--- config.mk ---
export PLATFORM = sky130hd
export DESIGN_NAME = sar_cap_sequencer
export DESIGN_NICKNAME = d
export VERILOG_FILES = /design/src/rtl/sar_cap_sequencer.sv
export SDC_FILE = /design/constraint.sdc
export NUM_CORES = 1
export LEC_CHECK = 0
export CAP_MARGIN = 20
export CORE_ASPECT_RATIO = 0.7
export CORE_MARGIN = 2
export CORE_UTILIZATION = 25
export DETAILED_ROUTE_END_ITERATION = 7
export HOLD_SLACK_MARGIN = 0.12
export SETUP_SLACK_MARGIN = 0.2
export SYNTH_ARGS = -nofsm -noshare
export SYNTH_HDL_FRONTEND = slang
export SYNTH_SLANG_ARGS = --single-unit
export TNS_END_PERCENT = 30
--- constraint.sdc ---
create_clock -name clk -period 2.7 [get_ports clk]
set_clock_uncertainty 0.05 [all_clocks]
set_input_delay 0.27 -clock clk [delete_from_list [all_inputs] [get_ports clk]]
set_output_delay 0.27 -clock clk [all_outputs]
set_load 0.02 [all_outputs]
--- src/rtl/sar_cap_sequencer.sv ---
// ---------------------------------------------------------------------------
// sar_cap_sequencer
//
// Successive-approximation sequencer for a 16-bit capacitor DAC array.
// Runs the sampling phase, then walks the bottom-plate controls MSB to LSB.
// For each bit it lets the DAC settle, strobes the comparator and waits for
// its decision. A silent comparator is covered by a per-bit timeout that
// forces the decision to 0. The top plate is analog and not driven here.
//
// Ports:
//   clk           in   single clock, rising edge
//   rst_n         in   asynchronous active-low reset
//   start         in   conversion request, accepted only in IDLE
//   abort         in   synchronous abort, wins over everything but reset
//   samp_en       out  sampling switch enable
//   comp_start    out  one-cycle comparator strobe
//   comp_valid    in   comparator decision valid (looked at only in WAIT)
//   comp_out      in   decision: 1 = keep trial bit, 0 = clear it
//   cap_botplate  out  [15:0] bottom-plate control bus
//   result        out  [15:0] last completed code
//   done          out  one-cycle pulse when result is updated
//   busy          out  high in every state except IDLE
//   timeout_err   out  sticky: a decision was forced by timeout
// ---------------------------------------------------------------------------
module sar_cap_sequencer #(
    parameter int SAMPLE_CYCLES  = 4,
    parameter int SETTLE_CYCLES  = 1,
    parameter int TIMEOUT_CYCLES = 8
) (
    input  logic        clk,
    input  logic        rst_n,
    input  logic        start,
    input  logic        abort,
    output logic        samp_en,
    output logic        comp_start,
    input  logic        comp_valid,
    input  logic        comp_out,
    output logic [15:0] cap_botplate,
    output logic [15:0] result,
    output logic        done,
    output logic        busy,
    output logic        timeout_err
);

    typedef enum logic [2:0] {
        S_IDLE,
        S_SAMPLE,
        S_SETTLE,
        S_COMP,
        S_WAIT,
        S_DONE
    } state_t;

    // One shared counter serves the sample, settle and wait phases, so it is
    // sized for the longest of them.
    localparam int MAX_CYC_01 = (SAMPLE_CYCLES > SETTLE_CYCLES) ? SAMPLE_CYCLES : SETTLE_CYCLES;
    localparam int MAX_CYC    = (MAX_CYC_01 > TIMEOUT_CYCLES) ? MAX_CYC_01 : TIMEOUT_CYCLES;
    localparam int CNT_W      = (MAX_CYC > 1) ? $clog2(MAX_CYC) : 1;

    localparam logic [CNT_W-1:0] SAMPLE_LAST  = CNT_W'(SAMPLE_CYCLES - 1);
    localparam logic [CNT_W-1:0] SETTLE_LAST  = CNT_W'(SETTLE_CYCLES - 1);
    localparam logic [CNT_W-1:0] TIMEOUT_LAST = CNT_W'(TIMEOUT_CYCLES - 1);

    state_t           state;
    logic [CNT_W-1:0] cnt;
    logic [3:0]       bit_idx;

    logic             timed_out;
    logic             decide;
    logic             decision;
    logic [15:0]      decided_bus;

    // Decision for the bit under test: the comparator answer, or a forced 0
    // once the wait budget for this bit is used up.
    always_comb begin
        // NOTE: every always_comb output gets a default first so no latch is inferred.
        timed_out   = 1'b0;
        decide      = 1'b0;
        decision    = 1'b0;
        decided_bus = cap_botplate;
        if (state == S_WAIT) begin
            timed_out = !comp_valid && (cnt == TIMEOUT_LAST);
            decide    = comp_valid || timed_out;
            decision  = comp_valid && comp_out;
        end
        decided_bus[bit_idx] = decision;
    end

    // NOTE: sequential state uses non-blocking assignments only, so every
    // register samples the pre-edge values regardless of statement order.
    always_ff @(posedge clk or negedge rst_n) begin
        if (!rst_n) begin
            // NOTE: every register, including the data path, is reset so all
            // outputs take known values the instant rst_n falls.
            state        <= S_IDLE;
            cnt          <= '0;
            bit_idx      <= 4'd15;
            samp_en      <= 1'b0;
            comp_start   <= 1'b0;
            cap_botplate <= 16'h0000;
            result       <= 16'h0000;
            done         <= 1'b0;
            busy         <= 1'b0;
            timeout_err  <= 1'b0;
        end else begin
            comp_start <= 1'b0;
            done       <= 1'b0;

            if (abort && state != S_IDLE) begin
                // Result and timeout_err are deliberately left untouched.
                state        <= S_IDLE;
                cap_botplate <= 16'h0000;
                samp_en      <= 1'b0;
                busy         <= 1'b0;
                cnt          <= '0;
            end else begin
                unique case (state)
                    S_IDLE: begin
                        cap_botplate <= 16'h0000;
                        if (start && !abort) begin
                            state       <= S_SAMPLE;
                            timeout_err <= 1'b0;
                            cnt         <= '0;
                            samp_en     <= 1'b1;
                            busy        <= 1'b1;
                        end
                    end

                    S_SAMPLE: begin
                        if (cnt == SAMPLE_LAST) begin
                            samp_en      <= 1'b0;
                            cap_botplate <= 16'h8000;
                            bit_idx      <= 4'd15;
                            cnt          <= '0;
                            state        <= S_SETTLE;
                        end else begin
                            cnt <= cnt + CNT_W'(1);
                        end
                    end

                    S_SETTLE: begin
                        if (cnt == SETTLE_LAST) begin
                            comp_start <= 1'b1;
                            cnt        <= '0;
                            state      <= S_COMP;
                        end else begin
                            cnt <= cnt + CNT_W'(1);
                        end
                    end

                    // The strobe is high during this state; any comp_valid
                    // seen here is stale and ignored.
                    S_COMP: begin
                        cnt   <= '0;
                        state <= S_WAIT;
                    end

                    S_WAIT: begin
                        if (decide) begin
                            if (timed_out) begin
                                timeout_err <= 1'b1;
                            end
                            if (bit_idx != 4'd0) begin
                                // Commit bit i and raise trial bit i-1 on the same edge.
                                cap_botplate <= decided_bus | (16'h0001 << (bit_idx - 4'd1));
                                bit_idx      <= bit_idx - 4'd1;
                                cnt          <= '0;
                                state        <= S_SETTLE;
                            end else begin
                                cap_botplate <= decided_bus;
                                result       <= decided_bus;
                                done         <= 1'b1;
                                state        <= S_DONE;
                            end
                        end else begin
                            cnt <= cnt + CNT_W'(1);
                        end
                    end

                    // The final code stays on the bus for the done cycle and
                    // is cleared on the way back to IDLE.
                    S_DONE: begin
                        cap_botplate <= 16'h0000;
                        busy         <= 1'b0;
                        state        <= S_IDLE;
                    end

                    default: begin
                        state <= S_IDLE;
                    end
                endcase
            end
        end
    end

endmodule

=== Word level (Yosys, flattened, before mapping) ===
Cells that the tools add are included.

* Add/subtract/negate cells: 2
* $lt $le $gt $ge: 2
* Equal/unequal tests: 17
* Shifts and indexed selects: 1
* Multiplexer cells: 46
* Bitwise logic cells: 3
* Reductions and logical operators: 27

{| class="wikitable"
|+ Operators by type and width
! cell !! number
|-
| $mux 16 || 4
|-
| $pmux 16 s3 || 1
|-
| $mux 3 || 12
|-
| $pmux 3 s5 || 2
|-
| $mux 1 || 18
|-
| $bwmux 16 || 1
|-
| $or 16x16->16 || 1
|-
| $shl 1x4->16 const A || 1
|-
| $mux 4 || 3
|-
| $reduce_and 5->1 || 2
|-
| $eq 3x2->1 const B || 3
|-
| $eq 3x3->1 const B || 3
|-
| $ne 3x3->1 const B || 3
|-
| $reduce_and 3->1 || 3
|-
| $reduce_bool 3->1 || 3
|-
| $ne 2x2->1 const B || 4
|-
| $pmux 4 s2 || 1
|-
| $reduce_and 4->1 || 2
|-
| $reduce_bool 4->1 || 2
|-
| $logic_not 3->1 || 2
|-
| $pmux 1 s2 || 3
|-
| $reduce_bool 6->1 || 1
|-
| $logic_and 1x1->1 || 5
|-
| $lt 4x5->1 const B || 1
|-
| other kinds (14) || 17
|}

* Bits in registers: 47
* Word-level logic and storage cells: 108

=== Logic depth before layout (Yosys ltp) ===
* Depth in word-level cells: 10
* Mapped depth: 9

=== Worst setup path after synthesis ===
Ideal clock, no wire load.

* Path kind: register to register
* Start point: register cnt[0]
* End point: register cap_botplate[6]
* Library setup time: 0.126 ns
* Data arrival time: 1.856 ns
* Data required time: 2.524 ns
* Slack: 0.668 ns
* Cell stages (with the launch flop): 8
* Path buffers: 1
* Period minus slack after synthesis: 2.032 ns
* Cell sequence: dfrtp_1 -> ha_1 -> ha_1 -> or2_1 -> o2111ai_1 -> buf_4 -> nor3_1 -> a221o_1

* Word-level cells in the longest chain between the ends: 6

{| class="wikitable"
|+ RTL lines
! what !! line !! RTL
|-
| start: declaration || 65 || <nowiki>logic [CNT_W-1:0] cnt;</nowiki>
|-
| start signal: assignment || 137 || <nowiki>cnt <= cnt + CNT_W'(1);</nowiki>
|-
| start signal: assignment || 147 || <nowiki>cnt <= cnt + CNT_W'(1);</nowiki>
|-
| start signal: assignment || 176 || <nowiki>cnt <= cnt + CNT_W'(1);</nowiki>
|-
| $eq 3x3->1 || 82 || <nowiki>timed_out = !comp_valid && (cnt == TIMEOUT_LAST);</nowiki>
|-
| $logic_and 1x1->1 || 82 ||
|-
| $logic_or 1x1->1 || 83 || <nowiki>decide = comp_valid || timed_out;</nowiki>
|-
| $mux 1 || 81 || <nowiki>if (state == S_WAIT) begin</nowiki>
|-
| $ne 3x2->1 (no source line) || - ||
|-
| $reduce_and 3->1 (no source line) * || - ||
|-
| end signal: assignment || 165 || <nowiki>cap_botplate <= decided_bus | (16'h0001 << (bit_idx - 4'd1));</nowiki>
|-
| end signal: assignment || 170 || <nowiki>cap_botplate <= decided_bus;</nowiki>
|-
| end: declaration || 38 || <nowiki>output logic [15:0] cap_botplate,</nowiki>
|}

Mark *: on every way between the ends. The rest lies on a longest branch, timed or not.
A chain may end at the register's enable or synchronous reset.

=== Worst setup path after layout ===
* Start point: register cnt[0]
* End point: register cap_botplate[4]

The elaborated chain is that of the path after synthesis.

==> impl_metrics.py <==
metrics = {
    "run_status": {
        "outcome": "finished clean",
    },
    "die": {
        "start_util": 0.255,
        "core_region_area_mm2": 0.0109,
        "die_h_um": 92.1,
        "num_io_pins": 43,
        "rows": 32,
        "die_area_mm2": 0.0120,
        "die_x_um": 130,
    },
    "logic_synthesis": {
        "synth_edf_count": 0,
        "async_flop_share": 1.00,
        "ys_ff_latch": 47,
        "yosysWarnings": 0,
        "synth.avg_cell_area_um2": 9.37,
        "syn_inst": 296,
        "synth_top_area_frac": 0.388,
        "syn_area_mm2": 0.00277,
        "synth_nets": 312,
        "synth_cell_type_count": 56,
        "netlist_top_cells_area": "dfrtp_1, nand2_1, mux2i_1",
        "synth_most_common_cell": "nand2_1",
        "yosysTopAreaCell": "dfrtp_1",
        "ys.flop_type": "dfrtp_1",
        "yosysSeqAreaShare": 0.426,
        "yosys-top-cells-count": "nand2_1, dfrtp_1, o21ai_0",
    },
    "critical_path": {
        "critPathLaunchType": "flip-flop",
        "reg2reg_slack_ns": 0.41,
        "worstPathCellList": "ha_1, ha_1, or2_1, o2111ai_1, buf_4, nor3_1, a221o_1",
        "cp.arrival_ns": 2.42,
        "slowest_delay_ns": 0.40,
        "crit_top_cell": "ha_1",
        "required_ns": 2.83,
        "end_kind": "flip-flop",
        "cp_slowest_cell": "dfrtp_1",
        "worstSetupPathType": "reg -> reg",
        "critPathMaxFanout": 20,
    },
    "finish": {
        "nFillCells": 1150,
        "nets": 353,
        "utilization": 0.323,
        "diodes": 0,
        "layout-drive-gt1-share": 0.107,
        "area_growth_pct": 26.8,
    },
    "detailed_routing": {
        "ant_nets": 0,
        "dr.pass1.iters": 4,
        "drc_errors": 0,
        "drt_iter0_drc": 198,
        "num_vias": 2300,
        "wire_per_inst_um": 14.5,
        "vias_per_cell": 4.68,
        "drt_wl_total_mm": 7.13,
    },
    "power": {
        "power.share.sequential": 0.381,
        "p_clk_frac": 0.301,
        "swShare": 0.361,
        "p_leak_nw": 1.50,
        "p_switching_uw": 848,
        "power.internal_mw": 1.50,
        "powerDensity_mw_per_mm2": 669,
        "combPwrFrac": 0.319,
        "ir_worst_vdd_mv": 0.242,
    },
    "clocking": {
        "h-tree-depth": 2,
        "clkTransAtPathRegs_ns": 0.07,
        "post_cts.repair.setup_buffers": 0,
        "cts-root-buf": "clkbuf_16",
        "clkSinkCount": 47,
        "cts_buffer_depth": 2,
        "cts_buffers": 5,
        "cts_resized": 0,
        "cts_tree": "built",
        "ctsHoldBuffers": 0,
        "worstSkewPairLatency_ns": 0.30,
    },
    "timing": {
        "holdWs_ns": 0.426,
        "finalCriticalPeriod_ns": 2.29,
        "rsz0062_at_grt": "no",
        "final_hold_viol_count": 0,
        "setup_tns_ns": 0,
        "fin_crit_sh": 0.849,
        "tightest_slew_ns": 0.586,
        "max_freq_mhz": 436,
        "worst_slack_ns": 0.408,
        "setup_viol": 0,
        "relSlewSlack": 0.608,
        "finalMaxSlewViolations": 0,
    },
    "run": {
        "drv_cap": 0,
    },
    "placed_design": {
        "io_buffers": 42,
        "dp_hpwl_mm": 5.12,
        "post-place-ws_ns": 0.433,
        "gp_congestion": 0.841,
    },
    "global_routing": {
        "grt_start_max_net_pins": 47,
        "grt-ovfl-total": 0,
        "grt_pass1_wl_mm": 11.8,
        "antenna_found_initial": 0,
        "grt_pass1_vias": 2185,
        "gr-usage-all-layers": 0.126,
    },
    "hold_path": {
        "hold_path_class": "in -> async",
    },
}
cells in the final DEF (no fill, tap or decap), types with 2 or more instances in the layout:
cell type / count
o21ai_1: 13
o21ai_0: 20
nor2b_1: 5
ha_1: 10
clkdlybuf4s50_1: 41
nand2b_1: 3
nor3b_2: 2
dfrtp_1: 43
nor2_1: 18
nand3_1: 8
or2_1: 2
or2_2: 2
a21o_1: 4
a22o_1: 4
o221ai_1: 4
mux2i_1: 15
nor3_1: 5
clkbuf_1: 2
a31oi_1: 2
inv_1: 13
a221o_1: 6
buf_4: 9
dfstp_2: 4
and3_1: 2
a21boi_0: 3
clkbuf_16: 5
a32o_1: 2
nand2_1: 47
a21oi_1: 13
and2b_1: 2
metal layers:
layer,vias to the layer above,global-route usage,part of all wire
met2,58,0.164,0.41
met5,-,0,0
li1,1137,-,-
met1,1097,0.194,0.52
met4,0,0.0385,0.013
met3,8,0.0397,0.061
state kept, by name, indices dropped and copies added, names as in the netlist:
| name | flops |
|---|---|
| cap_botplate | 16 |
| result | 16 |
| bit_idx | 4 |
| cnt | 3 |
| state | 3 |
| busy | 1 |
| comp_start | 1 |
| done | 1 |
| samp_en | 1 |
| timeout_err | 1 |
worst max-delay path, delay by kind of cell (launching register included):
family | cells | cell delay [ns]
flip-flops | 1 | 0.40
buffers and inverters | 1 | 0.28
AO/OA/AOI/OAI | 2 | 0.53
AND/OR/NAND/NOR | 2 | 0.44
adder cells (fa/ha/maj) | 2 | 0.46
per-stage QoR:
| step | instance area (um2) | total power, mW | instances |
|---|---|---|---|
| 2_1_floorplan | 2770 | 1.45 | 296 |
| 3_3_place_gp | 3320 | 1.63 | 481 |
| 3_5_place_dp | 3320 | 1.64 | 481 |
| 4_1_cts | 3480 | 2.36 | 489 |
| 5_1_grt | 3510 | 2.50 | 491 |
| 6_report | 3510 | 2.35 | 491 |
cell type report:
cell class                 instances  area [um2]  area share
multi-input combinational        217        1420       0.403
timing repair buffer              53         513       0.146
sequential                        47        1180       0.336
clock buffer                       7         133      0.0377
inverter                          13        48.8      0.0139
clock inverter                     1        30.0     0.00854
tap                              153         191      0.0545
final timing paths:
| kind | from | cells after the start | to |
|---|---|---|---|
| hold / removal | rst_n | 2 | comp_start$_DFF_PN0_ |
| max in group asynchronous | rst_n | 3 | bit_idx[2]$_DFFE_PN1P_ |
| setup reg to reg | cnt[0]$_DFFE_PN0P_ | 7 | cap_botplate[4]$_DFFE_PN0P_ |
| min in group clk | result[5]$_DFFE_PN0P_ | 2 | result[5]$_DFFE_PN0P_ |
| hold reg to reg | result[5]$_DFFE_PN0P_ | 2 | result[5]$_DFFE_PN0P_ |
| setup / recovery | cnt[0]$_DFFE_PN0P_ | 7 | cap_botplate[4]$_DFFE_PN0P_ |
cells by family after synthesis:
group                    share of synthesized area
AND/OR/NAND/NOR                              0.186
AO/OA/AOI/OAI                                0.219
flip-flops                                   0.426
buffers and inverters                       0.0627
multiplexers                                0.0542
adder cells (fa/ha/maj)                     0.0451
XOR/XNOR                                   0.00632
power by group through the flow:
stage                     combinational [mW]  clock, mW  sequential (mW)
after CTS                              0.745      0.724            0.892
final                                  0.749      0.708            0.895
after global routing                   0.832      0.759            0.913
after global placement                 0.729          0            0.901
after floorplan                        0.587          0            0.860
after detailed placement               0.738          0            0.905
Power figures use the tool's default switching activity.
==> edit (config.mk and constraints unchanged) <==
The 6 states of `state_t` get a one-hot encoding in 6 bits.
--- a/src/rtl/sar_cap_sequencer.sv
+++ b/src/rtl/sar_cap_sequencer.sv
@@ -42,13 +42,13 @@
     output logic        timeout_err
 );
 
-    typedef enum logic [2:0] {
-        S_IDLE,
-        S_SAMPLE,
-        S_SETTLE,
-        S_COMP,
-        S_WAIT,
-        S_DONE
+    typedef enum logic [5:0] {
+        S_IDLE   = 6'b000001,
+        S_SAMPLE = 6'b000010,
+        S_SETTLE = 6'b000100,
+        S_COMP   = 6'b001000,
+        S_WAIT   = 6'b010000,
+        S_DONE   = 6'b100000
     } state_t;
 
     // One shared counter serves the sample, settle and wait phases, so it is
Function: same outputs for any inputs over 10 cycles, from zero or initial values and one cycle with rst_n low; not proved beyond that.
==> edit against the original RTL <==
Routed wire length up 6.8%. Sequential cell count up 3. Largest cell class unchanged. Critical endpoint is now cnt[0]. Synthesized area up 5.1%. Count of clock-buffer cells in the layout down 1. Sequential share of layout area up 0.92 points. Setup slack better by 48 ps. Final area up 3.6%. Maximum frequency up 2.1%.
Power is not compared: it rests on default switching activity, and its combinational part moved more than twofold at a synthesized area within 25%.
==> edit: results (changes against the original RTL) <==
Gr usage total = 12.6% (about the same)
Post-synth ARST share = 100% (unchanged)
Metal-1 WL = 3970 um (was 3680 um)
CTS Buf Count = 5 (unchanged)
Synth cell count leaders = dfrtp_1 (45), nor2_1 (27), nand2_1 (26) (was nand2_1 (47), dfrtp_1 (43), o21ai_0 (20))
Total Nets Final = 357 (was 353)
Initial antenna violation count = 0 (unchanged)
Vias per std cell = 4.73 (was 4.68)
Hold crit path type = in -> async (unchanged)
First-pass GRT wire length = 12700 um (was 11800 um)
Crit-path max FO = 15 (was 20)
HPWL Detailed = 5450 um (was 5120 um)
Leakage power = 0.00155 uW
Layout cells sized above 1 = 10.8% (was 10.7%)
Sw Pwr = 502 uW
Final std cells w/o fill = 495 (was 491)
Root Driver = clkbuf_16 (unchanged)
Post-cts sizing count = 0 (unchanged)
Status = complete, no violations (unchanged)
H-tree levels = 2 (unchanged)
Seq/Total Area, Yosys = 43.2% (was 42.6%)
Met3 GRT Util = 2.15% (was 3.97%)
Met3 routed WL = 313 um (was 438 um)
Post-DP Area = 3480 um^2 (was 3320 um^2)
GPL Wtd Cong = 0.838 (was 0.841)
Final min period = 2240 ps (was 2290 ps)
Clk slew on worst S/H paths = 60 ps
Yosys Warn Count = 0 (unchanged)
CP arrival = 2430 ps
DP Worst Slack = 493 ps (was 433 ps)
Largest net degree at the start of global routing = 23 (was 47)
Slew margin rel. = 55.4% (was 60.8%)
Initial DRC count = 102 (was 198)
Final WL = 7610 um (was 7130 um)
Crit path max-delay cell type = dfstp_2 (was dfrtp_1)
Largest regs = cap_botplate (16), result (16), state (6) (was cap_botplate (16), result (16), bit_idx (4))
Vias in the first global route = 2342 (was 2185)
Met2 wire length = 3280 um (was 2910 um)
Flop2flop setup slack = 460 ps (was 410 ps)
CTS Hold Bufs = 1 (was 0)
Hold slack = 430 ps (was 426 ps)
Sequential power = 835 uW
Number of instances in the placed design = 486 (was 481)
GRT met1 Usage = 19.1% (was 19.4%)
Mean Syn Cell Area = 9.65 um^2 (was 9.37 um^2)
Cell variety after synth = 55 (was 56)
Syn Nets = 318 (was 312)
Top cells by area, synth = dfrtp_1 (39%), mux2i_1 (5.8%), dfstp_2 (4.5%) (was dfrtp_1 (39%), nand2_1 (6.4%), mux2i_1 (5.4%))
Met2 Usage GRT = 17.9% (was 16.4%)
CP peak stage delay = 450 ps (was 400 ps)
[edit: kinds of logic after synthesis]
family	share of synthesized area, %
xor+xnor	0.902
simple gates	18.5
mux	7.00
buf+inv	5.11
fa+ha+maj	4.29
flops	43.2
compound gates	21.0
[edit: path summary, 6_finish.rpt]
| check | from | end | cells after the start |
|---|---|---|---|
| max | bit_idx[2] | cnt[0] | 5 |
| min reg2reg | timeout_err | timeout_err | 2 |
| max reg2reg | bit_idx[2] | cnt[0] | 5 |
| min | rst_n | cnt[2] | 2 |
| max in group asynchronous | rst_n | bit_idx[2] | 3 |
| min in group clk | timeout_err | timeout_err | 2 |
[edit: critical path, delay by kind of cell (launching register included)]
kind	cells	cell delay, ps
compound gates	1	400
flops	1	450
mux	1	240
simple gates	3	1040
[edit: final cells by class]
type | instances | area, um^2
fill | 1152 | 7530
tap | 153 | 191
sequential | 50 | 1260
inverter | 11 | 41.3
clock inverter | 2 | 12.5
multi-input combinational | 221 | 1510
timing repair buffer | 52 | 493
clock buffer | 6 | 139
